### config.mk
export PLATFORM = sky130hd
export DESIGN_NAME = bf_accum_array_flat
export DESIGN_NICKNAME = d
export VERILOG_FILES = /design/src/rtl/bf_accum_array_if.sv /design/src/rtl/bf_accum_array.sv /design/src/flat_wrapper.sv
export SDC_FILE = /design/constraint.sdc
export NUM_CORES = 1
export LEC_CHECK = 0
export ABC_AREA = 1
export BUFFER_PORTS_ARGS = -buffer_cell sky130_fd_sc_hd__buf_2
export CORE_UTILIZATION = 50
export DETAILED_ROUTE_END_ITERATION = 10
export PLACE_DENSITY_LB_ADDON = 0.25
export SLEW_MARGIN = 10
export SYNTH_ARGS = -nofsm -noshare
export SYNTH_HDL_FRONTEND = slang
export SYNTH_SLANG_ARGS = --single-unit
### constraint.sdc
create_clock -name clk -period 3.2 [get_ports clk]
set_input_delay 0.64 -clock clk [delete_from_list [all_inputs] [get_ports clk]]
set_output_delay 0.64 -clock clk [all_outputs]
set_load 0.05 [all_outputs]
### src/rtl/bf_accum_array_if.sv
// Beat/result bus for the multi-lane partial-sum accumulator.
// Latency: none (wires only); the slave side registers the result.
// Backpressure: in_ready/out_ready valid-ready handshakes on both sides.
interface bf_accum_array_if #(
  parameter int CH    = 4,
  parameter int IN_W  = 20,
  parameter int ACC_W = 28,
  parameter int CNT_W = 8
);
  logic                  in_valid;
  logic                  in_ready;
  logic [CH*IN_W-1:0]    in_sum;
  logic                  in_last;
  logic                  out_valid;
  logic                  out_ready;
  logic [CH*ACC_W-1:0]   out_data;
  logic [CH-1:0]         out_ovf;
  logic [CNT_W-1:0]      out_cnt;

  // Upstream producer / downstream consumer side
  modport master (
    output in_valid, in_sum, in_last, out_ready,
    input  in_ready, out_valid, out_data, out_ovf, out_cnt
  );

  // Accumulator side
  modport slave (
    input  in_valid, in_sum, in_last, out_ready,
    output in_ready, out_valid, out_data, out_ovf, out_cnt
  );
endinterface

### src/rtl/bf_accum_array.sv
// Sums CH lanes of signed partial sums per in_last-delimited group; optional clamp via BF_ACC_SATURATE_EN.
// Latency: 1 cycle, result is valid on the edge that accepts the last beat.
// Backpressure: in_ready = !clr && (!out_valid || out_ready); a held result stalls every beat.
module bf_accum_array #(
  parameter int CH    = 4,
  parameter int IN_W  = 20,
  parameter int ACC_W = 28,
  parameter int CNT_W = 8
) (
  input  logic clk,
  input  logic reset_n,
  input  logic clr,
  bf_accum_array_if.slave bus
);

`ifdef BF_ACC_SATURATE_EN
  localparam logic [ACC_W-1:0] ACC_MAX = {1'b0, {(ACC_W-1){1'b1}}};
  localparam logic [ACC_W-1:0] ACC_MIN = {1'b1, {(ACC_W-1){1'b0}}};
`endif

  typedef enum logic {S_EMPTY = 1'b0, S_ACCUM = 1'b1} state_t;

  state_t                      state_q, state_d;
  logic [CH-1:0][IN_W-1:0]     lane_c;
  logic [CH-1:0][ACC_W:0]      wide_c;
  logic [CH-1:0][ACC_W-1:0]    acc_q, acc_d;
  logic [CH-1:0]               ovf_q, ovf_d;
  logic [CNT_W-1:0]            cnt_q, cnt_d;
  logic [CH-1:0][ACC_W-1:0]    out_data_q;
  logic [CH-1:0]               out_ovf_q;
  logic [CNT_W-1:0]            out_cnt_q;
  logic                        out_valid_q, out_valid_d;
  logic                        in_ready_c, accept, take_last, take_mid;
  logic                        first;

  assign lane_c = bus.in_sum;
  assign first  = (state_q == S_EMPTY);

  // Control state register
  always_ff @(posedge clk or negedge reset_n) begin
    if (!reset_n) state_q <= S_EMPTY;
    else          state_q <= state_d;
  end

  // Next control state: clr aborts the group, a last beat closes it
  always_comb begin
    state_d = state_q;
    if (clr)         state_d = S_EMPTY;
    else if (accept) state_d = bus.in_last ? S_EMPTY : S_ACCUM;
  end

  // Handshake decode; in_ready never looks at in_valid
  always_comb begin
    in_ready_c = !clr && (!out_valid_q || bus.out_ready);
    accept     = bus.in_valid && in_ready_c;
    take_last  = accept && bus.in_last;
    take_mid   = accept && !bus.in_last;
  end

  // Per-lane sum one bit wider than the accumulator so overflow is visible
  always_comb begin
    wide_c = '0;
    acc_d  = '0;
    ovf_d  = '0;
    for (int i = 0; i < CH; i++) begin
      wide_c[i] = (first ? {(ACC_W+1){1'b0}} : {acc_q[i][ACC_W-1], acc_q[i]})
                + {{(ACC_W+1-IN_W){lane_c[i][IN_W-1]}}, lane_c[i]};
      ovf_d[i]  = (wide_c[i][ACC_W] != wide_c[i][ACC_W-1]) | (!first && ovf_q[i]);
`ifdef BF_ACC_SATURATE_EN
      if (wide_c[i][ACC_W] != wide_c[i][ACC_W-1])
        acc_d[i] = wide_c[i][ACC_W] ? ACC_MIN : ACC_MAX;
      else
        acc_d[i] = wide_c[i][ACC_W-1:0];
`else
      acc_d[i]  = wide_c[i][ACC_W-1:0];
`endif
    end
  end

  // Beat count restarts at 1 for a new group and sticks at all-ones
  always_comb begin
    if (first)      cnt_d = CNT_W'(1);
    else if (&cnt_q) cnt_d = cnt_q;
    else            cnt_d = cnt_q + CNT_W'(1);
  end

  // Running accumulation for non-last beats; clr discards it
  always_ff @(posedge clk or negedge reset_n) begin
    if (!reset_n) begin
      acc_q <= '0;
      ovf_q <= '0;
      cnt_q <= '0;
    end else if (clr) begin
      acc_q <= '0;
      ovf_q <= '0;
      cnt_q <= '0;
    end else if (take_mid) begin
      acc_q <= acc_d;
      ovf_q <= ovf_d;
      cnt_q <= cnt_d;
    end
  end

  // Result stays valid across a handshake if a new last beat lands the same cycle
  always_comb begin
    out_valid_d = take_last || (out_valid_q && !bus.out_ready);
  end

  // One-entry result register, untouched by clr
  always_ff @(posedge clk or negedge reset_n) begin
    if (!reset_n) begin
      out_valid_q <= 1'b0;
      out_data_q  <= '0;
      out_ovf_q   <= '0;
      out_cnt_q   <= '0;
    end else begin
      out_valid_q <= out_valid_d;
      if (take_last) begin
        out_data_q <= acc_d;
        out_ovf_q  <= ovf_d;
        out_cnt_q  <= cnt_d;
      end
    end
  end

  assign bus.in_ready  = in_ready_c;
  assign bus.out_valid = out_valid_q;
  assign bus.out_data  = out_data_q;
  assign bus.out_ovf   = out_ovf_q;
  assign bus.out_cnt   = out_cnt_q;

endmodule

### src/flat_wrapper.sv
// flat-port wrapper written by rule: the top's interface ports become plain ports
module bf_accum_array_flat 
#(
  parameter int CH    = 4,
  parameter int IN_W  = 20,
  parameter int ACC_W = 28,
  parameter int CNT_W = 8
)
  (clk, reset_n, clr, bus_in_valid, bus_in_sum, bus_in_last, bus_out_ready, bus_in_ready, bus_out_valid, bus_out_data, bus_out_ovf, bus_out_cnt);
  bf_accum_array_if #(.CH(CH), .IN_W(IN_W), .ACC_W(ACC_W), .CNT_W(CNT_W)) bus_i ();
  input  logic clk;
  input  logic reset_n;
  input  logic clr;
  input wire logic [$bits(bus_i.in_valid)-1:0] bus_in_valid;
  input wire logic [$bits(bus_i.in_sum)-1:0] bus_in_sum;
  input wire logic [$bits(bus_i.in_last)-1:0] bus_in_last;
  input wire logic [$bits(bus_i.out_ready)-1:0] bus_out_ready;
  output wire logic [$bits(bus_i.in_ready)-1:0] bus_in_ready;
  output wire logic [$bits(bus_i.out_valid)-1:0] bus_out_valid;
  output wire logic [$bits(bus_i.out_data)-1:0] bus_out_data;
  output wire logic [$bits(bus_i.out_ovf)-1:0] bus_out_ovf;
  output wire logic [$bits(bus_i.out_cnt)-1:0] bus_out_cnt;
  assign bus_i.in_valid = bus_in_valid;
  assign bus_i.in_sum = bus_in_sum;
  assign bus_i.in_last = bus_in_last;
  assign bus_i.out_ready = bus_out_ready;
  assign bus_in_ready = bus_i.in_ready;
  assign bus_out_valid = bus_i.out_valid;
  assign bus_out_data = bus_i.out_data;
  assign bus_out_ovf = bus_i.out_ovf;
  assign bus_out_cnt = bus_i.out_cnt;
  bf_accum_array #(.CH(CH), .IN_W(IN_W), .ACC_W(ACC_W), .CNT_W(CNT_W)) u_core (.clk(clk), .reset_n(reset_n), .clr(clr), .bus(bus_i));
endmodule
==> results.md <==
- Final Routed Wirelength: 51.0 mm
- Synth area leaders: dfrtp_1 (35%), nand2_1 (23%), ha_1 (8.0%)
- Reg area: 6260 um^2
- Post-synth EDFFs: 0
- Crit-path cells: nand2_1 -> inv_1 -> ha_1 -> inv_1 -> fa_1 -> inv_1 -> nand3_1 -> nand2_1 -> nand2_1 -> nand2_1 -> nand2_1 -> nand2_1 -> nand3b_1 -> nand2_1 -> nand2_1 -> nand3_1 -> nand2_1
- Synth cell types: 34
- Core Rows: 68
- Clock sinks: between 200 and 300
- Vias in the first global route: 16.5k
- Share of the synthesized area in the top cell type: ~35%
- Worst EP arrival: approximately 3.3 ns
- Final Wtd Congestion: roughly 0.95
- Setup Buffers After CTS: 0
- Finished Cell Area: 20100 um^2
- Req. time, crit path: ~3.7 ns
- # nets final: between 3k and 4k
- Sequential-to-total area share from yosys stat: between 30% and 40%
- Area Growth Syn to Fin: 14.0%
- Clk_lat worst skew: around 0.57 ns
- RSZ-0062 raised after global routing: no
- Reg2reg start: u_core.state_q$_DFFE_PN0P_
- Synth warn: 0
- IO buf count: 211
- Least-Margin Pin Slew: roughly 0.79 ns
- Post-synthesis async set-or-reset flop share: between 90% and 100%
- Initial antenna violation count: 3
- Via Count: about 17k
- Post-route DRC violation count: 0
- Core area: roughly 35000 um^2
- DP HPWL: ~39 mm
- Area leader, netlist: dfrtp_1
- Clock skew: ~0.011 ns
- Resized cells post-CTS: 0
- Fin. max-slew vios: 0
- Finish-stage setup viols: 0
- WL/cell: 15.3 um
- Critical path origin: u_core.state_q$_DFFE_PN0P_
- Final Power: around 9.4 mW
- Crit path kind: flop to flop
- Mapped Cells: between 2k and 3k
- Period utilisation layout: approximately nine tenths
- Multi-input gate area: ~10000 um^2
- Final Hold Fails: 0
- Die footprint: between 30000 and 40000 um^2
- Pin count of the biggest net entering global routing: between 80 and 90
- Critical path peak fanout: 28
- Maximum buffer depth of the clock tree: 3
- Final Non-Filler Cells: 3326
- Leakage: about 12 nW
- Fin util: between 50% and 60%
- Dpl cells: 3282
- Minimum clock period after layout: ~2.9 ns
- Dpl cell area: roughly 19000 um^2
- Syn_nets: ~2.9k
- Worst path slowest cell: dfrtp_4
- Clk pin slew, worst setup/hold paths: 0.06 ns
- CTS Buf Count: 28
- Num ports: between 200 and 250
- Die Y: approximately 190 um
- Initial Util: ~51%
- Routed Antenna Nets: 0
- Most used DFF post-synth: dfrtp_1
- Final setup TNS: 0 ns
- Die W: between 150 and 200 um
- Crit path capture type: flop
- CTS HTree Levels: 1
- Fill cells: approximately 3.4k
- Avg Synthesized Cell Area: 6.64 um^2
- Worst slew margin: between 40% and 50%
- VDD IR-drop max: between 400 and 500 uV
- Cell mode on critical path: nand2_1
- Worst path max stage delay: approximately 0.65 ns
- Outcome: complete, no violations
- Layout cells sized above 1: under 10%
- Mapped cell area: around 18000 um^2
- Drt initial violations: ~940
- Power per cell area: 468 nW/um^2
- Grt ovf: 0
- Synthesized flop and latch total: 250
- Clk root buf: clkbuf_16
- Max frequency: 350 MHz
- Most frequent cell after synthesis: nand2_1
- Hold-fix buffers, CTS: 0
- DR vias/cell: between 5 and 6
- TritonCTS clock tree: built
- First-pass GRT wire length: ~83 mm
- Max_cap viols: 0
- Most frequent cells after synthesis: nand2_1 (1095), inv_1 (360), dfrtp_1 (250)
- DRT Pass-1 Iters: 5
- Hold Path Class: input port to async pin
- Worst Setup Start Kind: flop
- GRT Resource Usage Total: between 20% and 30%
==> cells by family after synthesis <==
kind of cell	synth area share [%]
AO/OA/AOI/OAI	8.11
XOR/XNOR	3.38
adder cells (fa/ha/maj)	8.48
buffers and inverters	9.31
flip-flops	35.5
AND/OR/NAND/NOR	35.2
==> layer usage <==
layer	vias up	GRT usage, %	routed length (um)
met4	4	8.10	1420
met3	78	4.45	2880
met2	458	45.5	22500
li1	8720	-	-
met5	-	0	26
met1	7961	40.0	24100
==> path summary, 6_finish.rpt <==
check                                                       end  slack, ns  cells past startpoint
max in group asynchronous          u_core.acc_q[80]$_DFFE_PN0P_       2.33                      2
hold / removal                     u_core.acc_q[34]$_DFFE_PN0P_       0.03                      1
setup reg to reg            u_core.bus.out_data[26]$_DFFE_PN0P_       0.34                     17
hold reg to reg            u_core.bus.out_data[104]$_DFFE_PN0P_       0.47                      2
min in group clk                 u_core.bus.out_valid$_DFF_PN0_       0.28                      2
setup / recovery            u_core.bus.out_data[26]$_DFFE_PN0P_       0.34                     17
==> sequential cells by signal, indices dropped and copies added (netlist names) <==
signal and cells:
u_core.cnt_q 8, u_core.state_q 1, u_core.ovf_q 4, u_core.bus.out_valid 1
u_core.bus.out_data 112, u_core.bus.out_cnt 8, u_core.acc_q 112, u_core.bus.out_ovf 4
==> critical path, delay by kind of cell, from the launching register on <==
kind | cells | cell delay [ns]
and+or+nand+nor | 12 | 1.23
DFF | 1 | 0.65
buffers and inverters | 3 | 0.24
adders and majority gates | 2 | 0.62
==> power by group <==
| group | switching [mW] | internal [mW] |
|---|---|---|
| Clock | 1.29 | 1.69 |
| Combinational | 2.01 | 0.639 |
| Sequential | 0.231 | 3.54 |
| Total | 3.53 | 5.87 |
==> per-stage QoR <==
| stage | hold slack, ns | worst slack, ns |
|---|---|---|
| after floorplan | 0.344 | 0.524 |
| after detailed placement | 0.454 | 0.363 |
| after global placement | 0.452 | 0.412 |
| after CTS | 0.0279 | 0.351 |
| after global routing | 0.0631 | 0.133 |
| final | 0.0284 | 0.341 |
==> area by class of cell <==
| cell class | instances | share of cell area, % |
|---|---|---|
| Multi-Input combinational cell | 1978 | 48.4 |
| Clock inverter | 4 | 0.0997 |
| Clock buffer | 39 | 3.95 |
| Inverter | 364 | 6.81 |
| Tap cell | 455 | 2.83 |
| Sequential cell | 250 | 31.2 |
| Timing Repair Buffer | 235 | 6.70 |
| Antenna cell | 1 | 0.0125 |
==> layout by cell type (no fill, tap or decap), types with 5 or more instances in the layout <==
cell type / synthesis / layout
nand2_1: 1095 / 1095
inv_1: 360 / 360
dfrtp_1: 250 / 249
buf_2: 21 / 210
nand3_1: 188 / 188
nor2_1: 176 / 176
ha_1: 113 / 113
a21oi_1: 107 / 107
o21ai_0: 93 / 93
xor2_1: 42 / 42
clkbuf_16: 0 / 29
xnor2_1: 26 / 26
nor3_1: 23 / 23
nand4_1: 23 / 23
a22o_1: 20 / 20
o21bai_1: 17 / 17
buf_4: 2 / 16
nand3b_1: 14 / 14
buf_12: 0 / 8
clkbuf_1: 30 / 7
o22ai_1: 6 / 6
or2_1: 5 / 5
Power figures use the tool's default switching activity.
